### config.mk
export PLATFORM = sky130hd
export DESIGN_NAME = booth_mult_arbiter
export DESIGN_NICKNAME = d
export VERILOG_FILES = /design/src/rtl/booth_arb_pkg.sv /design/src/rtl/booth_rr_arbiter.sv /design/src/rtl/booth_mult_arbiter.sv
export SDC_FILE = /design/constraint.sdc
export NUM_CORES = 1
export LEC_CHECK = 0
export ABC_AREA = 1
export BUFFER_PORTS_ARGS = -buffer_cell sky130_fd_sc_hd__buf_2
export CAP_MARGIN = 20
export CELL_PAD_IN_SITES_DETAIL_PLACEMENT = 1
export CELL_PAD_IN_SITES_GLOBAL_PLACEMENT = 2
export CORE_MARGIN = 3
export CORE_UTILIZATION = 25
export DETAILED_ROUTE_END_ITERATION = 7
export GPL_TIMING_DRIVEN = 1
export PLACE_DENSITY_LB_ADDON = 0.1
export RECOVER_POWER = 100
export SLEW_MARGIN = 20
export SYNTH_ARGS = -nofsm -noshare
export SYNTH_HDL_FRONTEND = slang
export SYNTH_SLANG_ARGS = --single-unit
### constraint.sdc
create_clock -name clock -period 2.3 [get_ports clock]
set_input_delay 0.23 -clock clock [delete_from_list [all_inputs] [get_ports clock]]
set_output_delay 0.23 -clock clock [all_outputs]
set_load 0.005 [all_outputs]
### src/rtl/booth_arb_pkg.sv
// Shared definitions for the Booth multiplier arbiter.
//  - arb_state_t : controller state encoding (IDLE, ISSUE, WAIT, RESP)
//  - DEF_N_REQ / DEF_W : default requester count and operand width
//  - sext_w() : sign-extends a DEF_W-bit operand to 2*DEF_W bits
package booth_arb_pkg;

  localparam int DEF_N_REQ = 4;
  localparam int DEF_W     = 4;

  typedef enum logic [1:0] {
    ST_IDLE  = 2'd0,
    ST_ISSUE = 2'd1,
    ST_WAIT  = 2'd2,
    ST_RESP  = 2'd3
  } arb_state_t;

  function automatic logic [2*DEF_W-1:0] sext_w(input logic [DEF_W-1:0] v);
    return {{DEF_W{v[DEF_W-1]}}, v};
  endfunction

endpackage

### src/rtl/booth_rr_arbiter.sv
// Combinational requester picker for the Booth multiplier arbiter.
// Default build: round-robin search starting at ptr and wrapping N_REQ-1 -> 0.
// Macro BOOTH_ARB_FIXED_PRIO_EN: fixed priority, lowest index wins, ptr ignored.
// Ports:
//  req        in   N_REQ  pending requests
//  ptr        in   ID_W   round-robin start index
//  grant      out  N_REQ  one-hot winner (all zero when no request)
//  grant_idx  out  ID_W   index of the winner
//  grant_any  out  1      at least one request pending
module booth_rr_arbiter
  import booth_arb_pkg::*;
#(
  parameter  int N_REQ = DEF_N_REQ,
  localparam int ID_W  = $clog2(N_REQ)
) (
  input  logic [N_REQ-1:0] req,
  input  logic [ID_W-1:0]  ptr,
  output logic [N_REQ-1:0] grant,
  output logic [ID_W-1:0]  grant_idx,
  output logic             grant_any
);

  localparam logic [N_REQ-1:0] ONE_HOT0 = N_REQ'(1);

`ifdef BOOTH_ARB_FIXED_PRIO_EN
  logic ptr_unused_s;
  assign ptr_unused_s = ^ptr;

  // Fixed priority: scanned from the top down so the lowest pending index is written last.
  always_comb begin
    grant_idx = '0;
    grant_any = 1'b0;
    for (int k = N_REQ - 1; k >= 0; k--) begin
      grant_idx = req[ID_W'(k)] ? ID_W'(k) : grant_idx;
      grant_any = grant_any | req[ID_W'(k)];
    end
    grant = grant_any ? (ONE_HOT0 << grant_idx) : '0;
  end
`else
  // Round-robin: offsets scanned from farthest to nearest so offset 0 (ptr itself) wins ties.
  always_comb begin
    logic [ID_W-1:0] j;
    j         = '0;
    grant_idx = '0;
    grant_any = 1'b0;
    for (int k = N_REQ - 1; k >= 0; k--) begin
      j         = ID_W'((int'(ptr) + k) % N_REQ);
      grant_idx = req[j] ? j : grant_idx;
      grant_any = grant_any | req[j];
    end
    grant = grant_any ? (ONE_HOT0 << grant_idx) : '0;
  end
`endif

endmodule

### src/rtl/booth_mult_arbiter.sv
// Shares one signed Booth multiplier between N_REQ requesters.
// Arbitrates, latches the winner's operands, runs the multiplier over a
// start/busy handshake and returns the product with a one-hot response pulse.
// Optional macro BOOTH_ARB_FIXED_PRIO_EN: fixed priority instead of round-robin
// (the round-robin pointer is then held at 0).
// Ports:
//  clock, reset_n     rising-edge clock, asynchronous active-low reset
//  req_valid/ready    per-requester handshake, ready is one-hot and only in IDLE
//  req_a, req_b       packed signed operands, requester i at [i*W +: W]
//  resp_valid         one-cycle one-hot pulse to the owner of resp_product
//  resp_product/id    captured product and its owner, held until the next capture
//  mul_start          one-cycle start pulse to the multiplier
//  mul_a, mul_b       operands to the multiplier, held from ISSUE until capture
//  mul_busy           multiplier busy (tie 0 for a combinational multiplier)
//  mul_product        multiplier result
//  busy               high whenever the controller is not idle
module booth_mult_arbiter
  import booth_arb_pkg::*;
#(
  parameter  int N_REQ = DEF_N_REQ,
  parameter  int W     = DEF_W,
  localparam int ID_W  = $clog2(N_REQ)
) (
  input  logic               clock,
  input  logic               reset_n,
  input  logic [N_REQ-1:0]   req_valid,
  output logic [N_REQ-1:0]   req_ready,
  input  logic [N_REQ*W-1:0] req_a,
  input  logic [N_REQ*W-1:0] req_b,
  output logic [N_REQ-1:0]   resp_valid,
  output logic [2*W-1:0]     resp_product,
  output logic [ID_W-1:0]    resp_id,
  output logic               mul_start,
  output logic [W-1:0]       mul_a,
  output logic [W-1:0]       mul_b,
  input  logic               mul_busy,
  input  logic [2*W-1:0]     mul_product,
  output logic               busy
);

  localparam logic [ID_W-1:0]  LAST_IDX = ID_W'(N_REQ - 1);
  localparam logic [N_REQ-1:0] ONE_HOT0 = N_REQ'(1);

  arb_state_t       state_r;
  logic [ID_W-1:0]  rr_ptr_r;
  logic [ID_W-1:0]  owner_r;
  logic [N_REQ-1:0] grant_s;
  logic [ID_W-1:0]  grant_idx_s;
  logic             grant_any_s;
  logic [ID_W-1:0]  ptr_next_s;

  booth_rr_arbiter #(.N_REQ(N_REQ)) u_arb (
    .req       (req_valid),
    .ptr       (rr_ptr_r),
    .grant     (grant_s),
    .grant_idx (grant_idx_s),
    .grant_any (grant_any_s)
  );

  // Ready is offered only while idle; gated by reset so all outputs read 0 during reset.
  assign req_ready = ((state_r == ST_IDLE) && reset_n) ? grant_s : '0;

`ifdef BOOTH_ARB_FIXED_PRIO_EN
  assign ptr_next_s = '0;
`else
  assign ptr_next_s = (grant_idx_s == LAST_IDX) ? '0 : (grant_idx_s + 1'b1);
`endif

  // Controller FSM with registered outputs: IDLE -> ISSUE -> WAIT -> RESP -> IDLE.
  always_ff @(posedge clock or negedge reset_n) begin
    if (!reset_n) begin
      state_r      <= ST_IDLE;
      rr_ptr_r     <= '0;
      owner_r      <= '0;
      resp_valid   <= '0;
      resp_product <= '0;
      resp_id      <= '0;
      mul_start    <= 1'b0;
      mul_a        <= '0;
      mul_b        <= '0;
      busy         <= 1'b0;
    end else begin
      mul_start  <= 1'b0;
      resp_valid <= '0;
      case (state_r)
        ST_IDLE: begin
          if (grant_any_s) begin
            mul_a     <= req_a[grant_idx_s*W +: W];
            mul_b     <= req_b[grant_idx_s*W +: W];
            owner_r   <= grant_idx_s;
            rr_ptr_r  <= ptr_next_s;
            mul_start <= 1'b1;
            busy      <= 1'b1;
            state_r   <= ST_ISSUE;
          end else begin
            state_r <= ST_IDLE;
          end
        end
        ST_ISSUE: begin
          state_r <= ST_WAIT;
        end
        ST_WAIT: begin
          // mul_busy is only looked at here; the cycle of the start pulse is never a capture cycle.
          if (!mul_busy) begin
            resp_product <= mul_product;
            resp_id      <= owner_r;
            resp_valid   <= ONE_HOT0 << owner_r;
            state_r      <= ST_RESP;
          end else begin
            state_r <= ST_WAIT;
          end
        end
        ST_RESP: begin
          busy    <= 1'b0;
          state_r <= ST_IDLE;
        end
        default: begin
          busy    <= 1'b0;
          state_r <= ST_IDLE;
        end
      endcase
    end
  end

endmodule
==> results by group <==
STA
  • Rel. slew slack: 57.63%
  • Final Hold Vio Count: 0
  • Final Max Slew Viols: 0
  • Final period utilization: a little over nine tenths
  • Fin Clk Skew: 0.002745 ns
  • F_max: 454.4 MHz
  • Worst-Margin Slew: 0.6355 ns
  • Tmin final: 2.201 ns
  • Setup violators final: 0

Cells and area
  • Most common cell after layout, fill and taps aside: nand2_1
  • Share of cells above drive strength 1: between 30% and 40%
  • Post-route cell area: 2587 um2
  • # diodes: 0
  • P&R area growth vs syn: 42.03%
  • Commonest non-fill, non-tap cells in the layout: nand2_1 (98), buf_2 (59), inv_1 (44)
  • Post-layout nets: 407
  • Fill cells: 933

Global routing
  • Largest net degree at the start of global routing: 27
  • Total GRT Usage: 13.11%
  • First-pass GRT wire length: 8887 um
  • GR Util met1: roughly 16%
  • Met3 Usage GRT: under 10%
  • Grt met2 use: 22.87%
  • Vias in the first global route: approximately 1.9k
  • Initial antenna violation count: 0
  • Global route total overflow: 0
  • Most used routing layer: met2

Clock network
  • Worst skew pair latency: 0.27 ns
  • Clock Tree Buf Depth: 2
  • CTS tree: yes
  • Inserted Clock Buffers: 5
  • Worst-path clk slew: 0.06 ns
  • Htree depth: 2
  • Root Buffer Master: clkbuf_8
  • CTS Sinks: 30

Route
  • Vias per inst: approximately 4.2
  • DR iter-0 viols: 18
  • Pre-antenna DRT Iters: 4
  • Via count: 1892
  • Final ANT Viol Nets: 0
  • Drt total wl: ~5600 um
  • Routed length per instance: 12.36 um
  • Residual DRC: 0

Outcome
  • Status: complete, no violations

Placed design
  • Port buffer count: 74
  • Placed inst area: between 2000 and 2500 um2
  • Dpl hpwl: between 4000 and 5000 um
  • Routability Congestion: 0.7659

Yosys
  • Post-synth top area cell: dfrtp_1
  • Syn_nets: 319
  • Sequential share of the synthesized area: about two fifths
  • Yosys warns: 0
  • Post-synth top area share: 41.21%
  • Area contributors post-synth: dfrtp_1 (41%), nand2_1 (21%), nand3_1 (9.9%)
  • Synth Instances: 266
  • Avg Cell Area, Syn: 6.849 um2
  • Seq cells post-synth: 30
  • Distinct cell type count after synthesis: 22
  • Netlist Area Pre-Place: roughly 1800 um2

Floorplan
  • Io pins: 75
  • Initial Util: 26.23%
  • Die width: 91.37 um
  • Core Region: 6944 um2
  • FP Rows: 30
  • Die Ht: 91.37 um
  • Die ar.: 8348 um2

Setup path
  • FF-to-FF path depth: 10
  • CP arrival: 1.97 ns
  • Reg2reg start: rr_ptr_r[0]$_DFFE_PN0P_
  • Worst Setup SP: rr_ptr_r[0]$_DFFE_PN0P_
  • Startpoint types: flop
  • Critical Path End: req_ready[0]
  • Worst setup EP type: primary output
  • Crit path kind: reg -> out
  • Crit path max fanout: 14
  • RR Endpoint: mul_a[0]$_DFFE_PN0P_
  • Internal reg-to-reg setup slack: 0.31 ns
  • CP required: 2.07 ns

Power and ir drop
  • Pwr/cell area: roughly 1500 nW/um2
  • Peak VDD IR: 0.4340 mV
  • Leakage Power: 1.509 nW
  • Power, Total: 0.003897 W

Worst hold path
  • Hold path startpoint: mul_product[4]
  • Hold WC Path Type: in -> reg

Job
  • Max Cap Violations: 0
==> cell families (layout without fill, tap and decap cells) <==
kind of cell / count (synthesis) / count (layout) / synth area share (%)
AO/OA/AOI/OAI: 10 / 10 / 3.228
XOR/XNOR: 1 / 1 / 0.4809
adder cells (fa/ha/maj): 6 / 6 / 4.121
buffers and inverters: 59 / 147 / 13.80
flip-flops: 30 / 30 / 41.21
AND/OR/NAND/NOR: 160 / 160 / 37.16
==> cells in the mapped netlist <==
cell	number
a21oi_1	1
buf_2	3
buf_4	1
buf_6	3
clkbuf_1	2
dfrtp_1	30
ha_1	6
inv_1	48
inv_2	2
nand2_1	103
nand2_2	4
nand2_4	1
nand3_1	36
nand3_2	2
nor2_1	13
nor3_1	1
o211ai_1	1
o21a_1	1
o21ai_0	5
o21ai_1	1
o21ai_2	1
xnor2_1	1
==> flip-flops by register name, indices dropped and copies added (netlist names) <==
name          flops
rr_ptr_r          2
state_r           2
resp_valid        4
mul_b             4
resp_id           2
busy              1
resp_product      8
owner_r           2
mul_start         1
mul_a             4
==> per-layer routing <==
layer / share of wire, % / vias up
li1: - / 971
met1: 44 / 865
met2: 50 / 49
met3: 5.1 / 7
met4: 0.95 / 0
met5: 0 / -
==> critical path, stage by stage, from the launching register on <==
cell     delay (ns)
dfrtp_2        0.45
buf_6          0.15
o21ai_4        0.18
nand2_2        0.11
nand3_4        0.11
nand2_2        0.07
nand2_4        0.10
nand2_8        0.08
buf_4          0.20
nor2_1         0.13
buf_2          0.12
==> report_power, final <==
group	total, W	leakage (nW)	internal (W)	switching (W)
sequential	0.000929	0.372	0.000771	0.000157
combinational	0.00243	1.08	0.000953	0.00148
clock	0.000535	0.0573	0.000346	0.000189
total	0.00390	1.51	0.00207	0.00183
==> what timing repair did <==
action                                  4_1_cts  5_1_grt
pin swaps                                     0       12
gates resized for setup                       3       36
hold buffers                                  1        0
hold endpoints to repair                      4        0
endpoints found under the setup margin        4        4
buffers inserted                              0        6
==> per-stage QoR <==
step	setup TNS [ns]	utilization (%)	worst slack, ns	hold slack [ns]	instances
6_report	0	37.26	0.09936	0.1546	450
5_1_grt	-0.01144	37.26	-0.01144	0.1572	450
4_1_cts	0	35.14	0.01919	0.1495	444
3_5_place_dp	0	33.35	0.1432	0.07043	436
3_3_place_gp	0	33.35	0.1921	0.06597	436
2_1_floorplan	0	-	0.4669	-0.06559	266
==> how the worst min path moves through the flow <==
stage	cells after the start	slack [ns]	end
after floorplan	0	-0.07	busy$_DFFE_PN0P_
after global placement	1	0.07	mul_b[3]$_DFFE_PN0P_
after detailed placement	1	0.07	mul_b[2]$_DFFE_PN0P_
after CTS	3	0.15	resp_product[4]$_DFFE_PN0P_
after global routing	3	0.16	resp_product[2]$_DFFE_PN0P_
final	3	0.15	resp_product[4]$_DFFE_PN0P_
==> cell type report <==
type                       instances  area, um2  share of cell area [%]
sequential                        30      753.2                   29.11
multi-input combinational        177      930.9                   35.98
clock buffer                       6      82.58                   3.191
inverter                          50      195.2                   7.544
timing repair buffer              90      475.5                   18.38
tap                               96      120.1                   4.642
clock inverter                     1      30.03                   1.161
Power figures use the tool's default switching activity.
